==> src/rtl/ram_rtl_pkg.sv <==
// Shared defaults and types for the RAM responder: FSM states and the
// read-pipeline entry carried from capture to the rd_* outputs.
package ram_rtl_pkg;

   localparam int unsigned RAM_ADDR_WIDTH = 4;
   localparam int unsigned RAM_DATA_WIDTH = 8;
   localparam int unsigned RAM_DEPTH      = 16;
   localparam int unsigned RAM_RD_LAT     = 2;

   typedef enum logic {
      INIT = 1'b0,
      RUN  = 1'b1
   } ram_state_e;

   typedef struct packed {
      logic                      valid;
      logic                      err;
      logic [RAM_DATA_WIDTH-1:0] data;
   } rd_entry_t;

endpackage

==> src/rtl/ram_rd_pipe.sv <==
// Fixed-latency read return pipeline. Valid/err shift every cycle; data only
// advances with a valid entry, so the last stage holds the previous read data.
module ram_rd_pipe
   import ram_rtl_pkg::*;
#(
   parameter int unsigned RD_LAT  = RAM_RD_LAT,
   parameter type         T_ENTRY = rd_entry_t
) (
   input  logic   clk,
   input  logic   rst_n,
   input  T_ENTRY i_entry,
   output T_ENTRY o_entry
);

   T_ENTRY r_stage [RD_LAT];

   always_ff @(posedge clk) begin
      if (!rst_n) begin
         for (int unsigned i = 0; i < RD_LAT; i++) begin
            r_stage[i] <= '0;
         end
      end else begin
         r_stage[0].valid <= i_entry.valid;
         r_stage[0].err   <= i_entry.err;
         if (i_entry.valid) begin
            r_stage[0].data <= i_entry.data;
         end
         for (int unsigned i = 1; i < RD_LAT; i++) begin
            r_stage[i].valid <= r_stage[i-1].valid;
            r_stage[i].err   <= r_stage[i-1].err;
            if (r_stage[i-1].valid) begin
               r_stage[i].data <= r_stage[i-1].data;
            end
         end
      end
   end

   assign o_entry = r_stage[RD_LAT-1];

endmodule

==> src/rtl/ram_responder.sv <==
// Memory end of the RAM read/write interface: clears the array after reset,
// then serves one write and one fixed-latency read per cycle.
module ram_responder
   import ram_rtl_pkg::*;
#(
   parameter int unsigned ADDR_WIDTH = RAM_ADDR_WIDTH,
   parameter int unsigned DATA_WIDTH = RAM_DATA_WIDTH,
   parameter int unsigned DEPTH      = RAM_DEPTH,
   parameter int unsigned RD_LAT     = RAM_RD_LAT
) (
   input  logic                  clk,
   input  logic                  rst_n,
   input  logic                  wr_en,
   input  logic [ADDR_WIDTH-1:0] wr_addr,
   input  logic [DATA_WIDTH-1:0] wr_data,
   input  logic                  rd_en,
   input  logic [ADDR_WIDTH-1:0] rd_addr,
   output logic [DATA_WIDTH-1:0] rd_data,
   output logic                  rd_valid,
   output logic                  rd_err,
   output logic                  init_done
);

   // Same layout as rd_entry_t, sized by this instance's DATA_WIDTH.
   typedef struct packed {
      logic                  valid;
      logic                  err;
      logic [DATA_WIDTH-1:0] data;
   } entry_t;

   localparam logic [ADDR_WIDTH-1:0] LP_LAST = ADDR_WIDTH'(DEPTH - 1);

   ram_state_e            r_state;
   ram_state_e            w_state_nxt;
   logic [ADDR_WIDTH-1:0] r_clr_cnt;
   logic [ADDR_WIDTH-1:0] w_clr_cnt_nxt;
   logic [DATA_WIDTH-1:0] r_mem [DEPTH];

   logic   w_wr_in_range;
   logic   w_rd_in_range;
   logic   w_wr_ok;
   logic   w_rd_ok;
   entry_t w_entry;
   entry_t w_out;

   generate
      if (DEPTH < (2 ** ADDR_WIDTH)) begin : g_partial
         assign w_wr_in_range = ({1'b0, wr_addr} < (ADDR_WIDTH + 1)'(DEPTH));
         assign w_rd_in_range = ({1'b0, rd_addr} < (ADDR_WIDTH + 1)'(DEPTH));
      end else begin : g_full
         assign w_wr_in_range = 1'b1;
         assign w_rd_in_range = 1'b1;
      end
   endgenerate

   assign w_wr_ok = (r_state == RUN) && wr_en && w_wr_in_range;
   assign w_rd_ok = (r_state == RUN) && rd_en;

   always_ff @(posedge clk) begin
      if (!rst_n) begin
         r_state   <= INIT;
         r_clr_cnt <= '0;
      end else begin
         r_state   <= w_state_nxt;
         r_clr_cnt <= w_clr_cnt_nxt;
      end
   end

   always_comb begin
      w_state_nxt   = r_state;
      w_clr_cnt_nxt = r_clr_cnt;
      case (r_state)
         INIT: begin
            w_clr_cnt_nxt = r_clr_cnt + 1'b1;
            if (r_clr_cnt == LP_LAST) begin
               w_state_nxt = RUN;
            end
         end
         RUN:     w_state_nxt = RUN;
         default: w_state_nxt = INIT;
      endcase
   end

   always_ff @(posedge clk) begin
      if (rst_n) begin
         if (r_state == INIT) begin
            r_mem[r_clr_cnt] <= '0;
         end else if (w_wr_ok) begin
            r_mem[wr_addr] <= wr_data;
         end
      end
   end

   // Write-first bypass: a same-cycle in-range write to the read address wins.
   always_comb begin
      w_entry       = '0;
      w_entry.valid = w_rd_ok;
      w_entry.err   = w_rd_ok && !w_rd_in_range;
      if (w_rd_ok && w_rd_in_range) begin
         if (w_wr_ok && (wr_addr == rd_addr)) begin
            w_entry.data = wr_data;
         end else begin
            w_entry.data = r_mem[rd_addr];
         end
      end
   end

   ram_rd_pipe #(
      .RD_LAT  (RD_LAT),
      .T_ENTRY (entry_t)
   ) u_rd_pipe (
      .clk     (clk),
      .rst_n   (rst_n),
      .i_entry (w_entry),
      .o_entry (w_out)
   );

   assign rd_data   = w_out.data;
   assign rd_valid  = w_out.valid;
   assign rd_err    = w_out.valid && w_out.err;
   assign init_done = (r_state == RUN);

endmodule

==> config.mk <==
export PLATFORM = sky130hd
export DESIGN_NAME = ram_responder
export DESIGN_NICKNAME = d
export VERILOG_FILES = /design/src/rtl/ram_rtl_pkg.sv /design/src/rtl/ram_rd_pipe.sv /design/src/rtl/ram_responder.sv
export SDC_FILE = /design/constraint.sdc
export NUM_CORES = 1
export LEC_CHECK = 0
export BUFFER_PORTS_ARGS = -buffer_cell sky130_fd_sc_hd__buf_2
export CORE_UTILIZATION = 33
export CTS_BUF_LIST = sky130_fd_sc_hd__clkbuf_8
export DETAILED_ROUTE_END_ITERATION = 6
export GPL_TIMING_DRIVEN = 0
export PLACE_DENSITY = 0.57
export SETUP_SLACK_MARGIN = 0.05
export SYNTH_ARGS = -nofsm -noshare
export SYNTH_HDL_FRONTEND = slang
export SYNTH_HIERARCHICAL = 1
export SYNTH_SLANG_ARGS = --single-unit
==> constraint.sdc <==
create_clock -name clk -period 1.9 [get_ports clk]
set_input_delay 0.095 -clock clk [delete_from_list [all_inputs] [get_ports clk]]
set_output_delay 0.095 -clock clk [all_outputs]
set_load 0.02 [all_outputs]
Yosys cells after proc, flatten, opt, wreduce, memory -nomap -nowiden
Memories as Yosys holds them, arrays and structs flattened.
Index checks and enable logic that the tools add are counted.
{"block": "classes", "muxes": 28, "eq_ne": 2, "reduce_logical": 5, "bitwise_logic": 7, "n_addsub": 1}
{"operator": "$mux 8", "count": 5}
{"operator": "$mux 1", "count": 21}
{"operator": "$reduce_or 8->1", "count": 1}
{"operator": "$or 1x1->1", "count": 6}
{"operator": "$add 4x1->4 const B", "count": 1}
{"operator": "$eq 4x4->1", "count": 1}
{"operator": "$eq 4x4->1 const B", "count": 1}
{"operator": "$logic_and 1x1->1", "count": 4}
{"operator": "$mux 4", "count": 1}
{"operator": "$pmux 1 s2", "count": 1}
{"operator": "$not 1->1", "count": 1}
{"block": "totals", "ramBits": 148, "output_inout_bits": 11, "memories": 2, "register_bits": 5, "word_cells": 47, "inputBits": 20}
{"name": "r_mem", "words": 16, "word_bits": 8, "read_ports": 1, "rd_ports_with_merged_regs": 0, "write_ports": 1, "line_no": "ram_responder.sv:37", "rtl": "logic [DATA_WIDTH-1:0] r_mem [DEPTH];"}
{"name": "u_rd_pipe.r_stage", "words": 2, "word_bits": 10, "read_ports": 2, "rd_ports_with_merged_regs": 0, "write_ports": 2, "line_no": "ram_rd_pipe.sv:15", "rtl": "T_ENTRY r_stage [RD_LAT];"}

Logic depth before layout (Yosys ltp)
{"block": "depth", "word_depth": 7, "mapped_depth": 7, "ltp_nobuf": 5}

Modules after synthesis
Netlist, hierarchy kept.
{"mod": "ram_responder", "cells_each": 286, "area_each_um2": 5504.0, "seq_area_each_um2": 3943.8, "instances": 1}
{"mod": "ram_rd_pipe", "cells_each": 45, "area_each_um2": 754.5, "seq_area_each_um2": 600.6, "instances": 1}

Worst setup path before layout
OpenSTA, ideal clock, no wires.
{"block": "synth_path", "path_type": "reg-to-reg", "from": "register r_state (netlist: init_done)", "to": "memory r_mem[5][0] in the netlist's numbering (enable)", "setup_time_ns": 0.370, "synth_period_minus_slack_ns": 1.994, "arrival_time_ns": 1.624, "setup_slack_ns": -0.094, "n_path_buf": 1, "required_ns": 1.530, "path_stages_with_launch": 6, "cell_sequence": "dfxtp_1 -> clkbuf_1 -> nand2_1 -> o22ai_1 -> nand3b_1 -> nor2_1"}
{"block": "synth_via", "elab_chain_cells": 7, "elab_cells_between_ends": 11, "cone_classes": "mux (9); reduce/logical (2)"}
{"element": "start: declaration", "line_no": "ram_responder.sv:33", "rtl": "ram_state_e r_state;"}
{"element": "start signal: assignment", "line_no": "ram_responder.sv:64", "rtl": "r_state <= w_state_nxt;"}
{"element": "$logic_and 1x1->1", "line_no": "ram_responder.sv:56", "rtl": "assign w_wr_ok = (r_state == RUN) && wr_en && w_wr_in_range;"}
{"element": "$mux 1", "line_no": "ram_responder.sv:88", "rtl": "end else if (w_wr_ok) begin"}
{"element": "$mux 1", "line_no": "ram_responder.sv:86", "rtl": "if (r_state == INIT) begin"}
{"element": "$mux 1", "line_no": "ram_responder.sv:85", "rtl": "if (rst_n) begin"}
{"element": "$mux 1 (not written as such)", "line_no": "ram_responder.sv:89", "rtl": "r_mem[wr_addr] <= wr_data;"}
{"element": "$reduce_or 8->1 (no source line)"}
{"element": "$mux 4 (no source line) or $mux 1 (tied branches)"}
{"element": "end: declaration", "line_no": "ram_responder.sv:37"}
Several ways; a longest one is shown, not always the timed one.

==> implementation parameters <==
Parameter                              Value

Global route
  Most crowded layer after global routing    met2
  Antenna violations before repair    0
  Global routing met1 resource utilization    0.193
  Global Route Usage Sum    0.145
  Wire length of the first global-routing pass    between 20000 and 25000 um
  Pin count of the biggest net entering global routing    17
  Met3 track utilization from global routing    0.0392
  Number of global-route vias before repair    3310
  Aggregate global routing overflow    0
  Global Route met2 Usage    0.229

Synth
  Mean instance size in the synthesized netlist    ~19 um^2
  Post-synthesis mux area share    0.124
  Synth Instances    331
  Primary FF master, synth    sky130_fd_sc_hd__edfxtp_1
  Complex-gate fraction of the synthesized area    0.0386
  Xor and xnor fraction of the mapped netlist area    0.00980
  Post-Syn Area    between 6000 and 7000 um^2
  Synthesized flop and latch total    approximately 150
  Number of distinct library cells after synthesis    36
  Adder and majority gate portion of the synthesized area    0.00200
  Area share of and/or/nand/nor cells after synthesis    0.0720
  Main combinational cell family by area after synthesis    multiplexers
  Async S/R FF share, synth    0
  Count of yosys warnings during synthesis    6
  Seq/Total Area, Yosys    0.726
  Number of enable-type register cells in the synthesized netlist    between 100 and 150

Detailed routing
  Number of DRC markers in iteration 0    230
  First-pass DRT Iterations    4
  Post-route ant nets    0
  Average wire length per cell after detail routing    ~21 um
  Number of vias after detailed routing    roughly 3200
  Via density per instance    roughly 5
  Total wire length    around 13000 um
  DRC violation count after routing    0

Clocking
  Clock-pin slew on the worst setup and hold paths    80 ps
  CTS tree    yes
  Total clock buffers created by CTS    17
  CTS root buffer    sky130_fd_sc_hd__clkbuf_8
  Clk Latency, worst-skew pair    between 400 and 500 ps
  CTS Buffer Depth    2
  CTS hold repair buffers    0
  Number of sinks on the clock net    153
  CTS HTree Levels    4

Setup path
  Count of buffer and inverter cells on the critical path    0
  CP Data Arrival Time    about 2000 ps
  Worst path max stage delay    around 570 ps
  Cell Chain, Critical Path    mux4_1 -> a22oi_2 -> nand2_1 -> a22o_1 -> and2_1
  Top delay family on crit path    multiplexers
  Nature of the critical path startpoint    flip-flop
  Data required time at the worst endpoint    around 2100 ps
  CP max FO    1
  Endpoint class of the critical path    flip-flop
  Master of the slowest instance on the critical path    sky130_fd_sc_hd__mux4_1
  Start-to-end type of the worst setup path    flip-flop to flip-flop

Timing
  Worst slack on hold paths    71.3 ps
  Hold Violations, Final    0
  Number of max-slew violations in the final report    0
  Time the final worst path needs with I/O delays and setup    1820 ps
  Final critical-path share of the clock period    0.959
  RSZ-0062 raised after global routing    true
  Maximum achievable frequency    ~550 MHz
  Slew at the pin closest to its max-slew limit    728 ps
  Post-route clock skew    roughly 12 ps
  Headroom to the max-slew limit    0.514
  Setup TNS    0 ps
  Setup violation total in the final timing report    0
  Worst setup margin    ~78 ps

Floorplan
  Placement Rows    49
  Initial cell density of the core    0.343
  Placeable Area    around 18000 um^2
  Floorplan die area    slightly below 20000 um^2
  Boundary pin count    31
  Die W    between 100 and 150 um
  Die Y-Extent    140 um

Pwr
  Power density cells    863 nW/um^2
  Peak supply drop    0.380 mV
  Leakage    ~0.0028 uW

Min path
  Type of the most critical hold path    input port to flip-flop

Placement
  Pre-CTS setup slack    -647 ps
  Post-detailed-placement half-perimeter wirelength    about 8300 um
  RePlAce Congestion    between 0.7 and 0.8
  Number of buffers added on ports    28

Run status
  Run status    finished, final reports clean

Finish
  Area delta synth->final    22.3%
  Net count, final    421
  Fraction of layout instances using a drive strength above 1    0.375
  Antenna diode instance count    0

Flow run
  Number of max-cap violations    0
Yosys cell counts, types with 2 or more instances:
| master | count | area share |
|---|---|---|
| sky130_fd_sc_hd__nand3b_1 | 2 | 0.0024 |
| sky130_fd_sc_hd__a22o_1 | 8 | 0.011 |
| sky130_fd_sc_hd__conb_1 | 2 | 0.0012 |
| sky130_fd_sc_hd__mux2i_1 | 2 | 0.0032 |
| sky130_fd_sc_hd__a31oi_1 | 5 | 0.0050 |
| sky130_fd_sc_hd__nor2b_1 | 4 | 0.0040 |
| sky130_fd_sc_hd__inv_1 | 4 | 0.0024 |
| sky130_fd_sc_hd__dfxtp_1 | 5 | 0.016 |
| sky130_fd_sc_hd__clkbuf_1 | 3 | 0.0018 |
| sky130_fd_sc_hd__and2_1 | 25 | 0.025 |
| sky130_fd_sc_hd__buf_4 | 2 | 0.0024 |
| sky130_fd_sc_hd__a22oi_1 | 16 | 0.019 |
| sky130_fd_sc_hd__buf_12 | 2 | 0.0064 |
| sky130_fd_sc_hd__xnor2_1 | 6 | 0.0084 |
| sky130_fd_sc_hd__nand3_1 | 4 | 0.0032 |
| sky130_fd_sc_hd__nand2_1 | 11 | 0.0066 |
| sky130_fd_sc_hd__nand2b_1 | 3 | 0.0030 |
| sky130_fd_sc_hd__nor2_1 | 18 | 0.011 |
| sky130_fd_sc_hd__nor3b_1 | 2 | 0.0024 |
| sky130_fd_sc_hd__clkdlybuf4s25_2 | 3 | 0.0048 |
| sky130_fd_sc_hd__and3_1 | 9 | 0.0090 |
| sky130_fd_sc_hd__edfxtp_1 | 148 | 0.71 |
| sky130_fd_sc_hd__buf_2 | 4 | 0.0032 |
| sky130_fd_sc_hd__mux4_2 | 22 | 0.079 |
| sky130_fd_sc_hd__mux4_1 | 10 | 0.042 |
cell families after synthesis:
| logic type | after synthesis |
|---|---|
| adder cells (fa/ha/maj) | 1 |
| AO/OA/AOI/OAI | 32 |
| buffers and inverters | 21 |
| flip-flops | 153 |
| multiplexers | 34 |
| other | 2 |
| XOR/XNOR | 7 |
| AND/OR/NAND/NOR | 81 |
state kept, by name, summed over array words and instances (netlist names):
name / count
r_clr_cnt: 4
r_mem: 128
u_rd_pipe/r_stage: 20
init_done: 1
layer usage:
metal | share of wire | up-vias | wire, um
li1 | - | 1463 | -
met1 | 0.44 | 1640 | 5860
met2 | 0.49 | 79 | 6490
met3 | 0.051 | 12 | 669
met4 | 0.014 | 0 | 185
met5 | 0 | - | 0
tightest hold or removal path: cells and delay by family:
kind,cells,cell delay (ps)
AO/OA/AOI/OAI,1,110
AND/OR/NAND/NOR,1,110
buffers and inverters,1,100
final timing paths:
| check | to | cells after the start | slack (ps) | from |
|---|---|---|---|---|
| worst max-delay path | u_rd_pipe/r_stage[0][2]$_SDFFCE_PN0P_ | 5 | 80 | r_mem[7][2]$_DFFE_PP_ |
| worst min-delay path | u_rd_pipe/r_stage[0][6]$_SDFFCE_PN0P_ | 3 | 70 | wr_data[6] |
| worst max register to register | u_rd_pipe/r_stage[0][2]$_SDFFCE_PN0P_ | 5 | 80 | r_mem[7][2]$_DFFE_PP_ |
| worst min register to register | u_rd_pipe/r_stage[1][8]$_DFFE_PP_ | 1 | 540 | u_rd_pipe/r_stage[0][8]$_SDFFCE_PN0P_ |
layout by cell type, fill, tap and decap left out, types with 3 or more instances in the layout:
master / instances
sky130_fd_sc_hd__nor2b_1: 4
sky130_fd_sc_hd__clkinv_4: 3
sky130_fd_sc_hd__buf_4: 7
sky130_fd_sc_hd__a22o_1: 8
sky130_fd_sc_hd__and2_2: 8
sky130_fd_sc_hd__a22oi_1: 10
sky130_fd_sc_hd__a31oi_4: 3
sky130_fd_sc_hd__and2_1: 17
sky130_fd_sc_hd__nand2_1: 11
sky130_fd_sc_hd__conb_1: 5
sky130_fd_sc_hd__clkdlybuf4s25_2: 3
sky130_fd_sc_hd__buf_2: 31
sky130_fd_sc_hd__nor2_4: 16
sky130_fd_sc_hd__nand2b_1: 3
sky130_fd_sc_hd__mux4_1: 8
sky130_fd_sc_hd__clkinv_2: 3
sky130_fd_sc_hd__edfxtp_1: 148
sky130_fd_sc_hd__a22oi_2: 6
sky130_fd_sc_hd__bufinv_16: 3
sky130_fd_sc_hd__inv_1: 6
sky130_fd_sc_hd__buf_6: 4
sky130_fd_sc_hd__dfxtp_1: 4
sky130_fd_sc_hd__buf_12: 14
sky130_fd_sc_hd__xnor2_1: 6
sky130_fd_sc_hd__mux4_2: 24
sky130_fd_sc_hd__clkbuf_8: 17
sky130_fd_sc_hd__and3_1: 9
what timing repair did:
| action | in CTS | in global routing |
|---|---|---|
| pin swaps | 16 | 7 |
| endpoints found under the setup margin | 261 | 241 |
| buffers inserted | 16 | 3 |
| gates resized for setup | 45 | 17 |
| hold endpoints to repair | 0 | 0 |
| cloned | 0 | 0 |
power breakdown:
part	internal (uW)	switching (uW)
sequential	3710	21.0
clock	1280	1180
combinational	182	237
total	5160	1440
layout make-up:
class	count	area, um^2
Clock inverter	15	161
Multi-Input combinational cell	160	1810
Clock buffer	17	234
Inverter	4	15.0
Tap cell	229	287
Sequential cell	153	4550
Timing Repair Buffer	47	440
Fill cell	1620	10600
Buffer	17	159
metrics by stage:
stage / instance area, um^2 / power (uW) / cells / utilization
floorplan: 6300 / 4030 / 334 / -
global placement: 6720 / 4140 / 591 / 0.368
detailed placement: 6720 / 4140 / 591 / 0.368
CTS: 7570 / 6650 / 639 / 0.415
global route: 7650 / 6850 / 642 / 0.419
finish: 7650 / 6600 / 642 / 0.419
No activity file was read; power rests on OpenSTA's default activity.
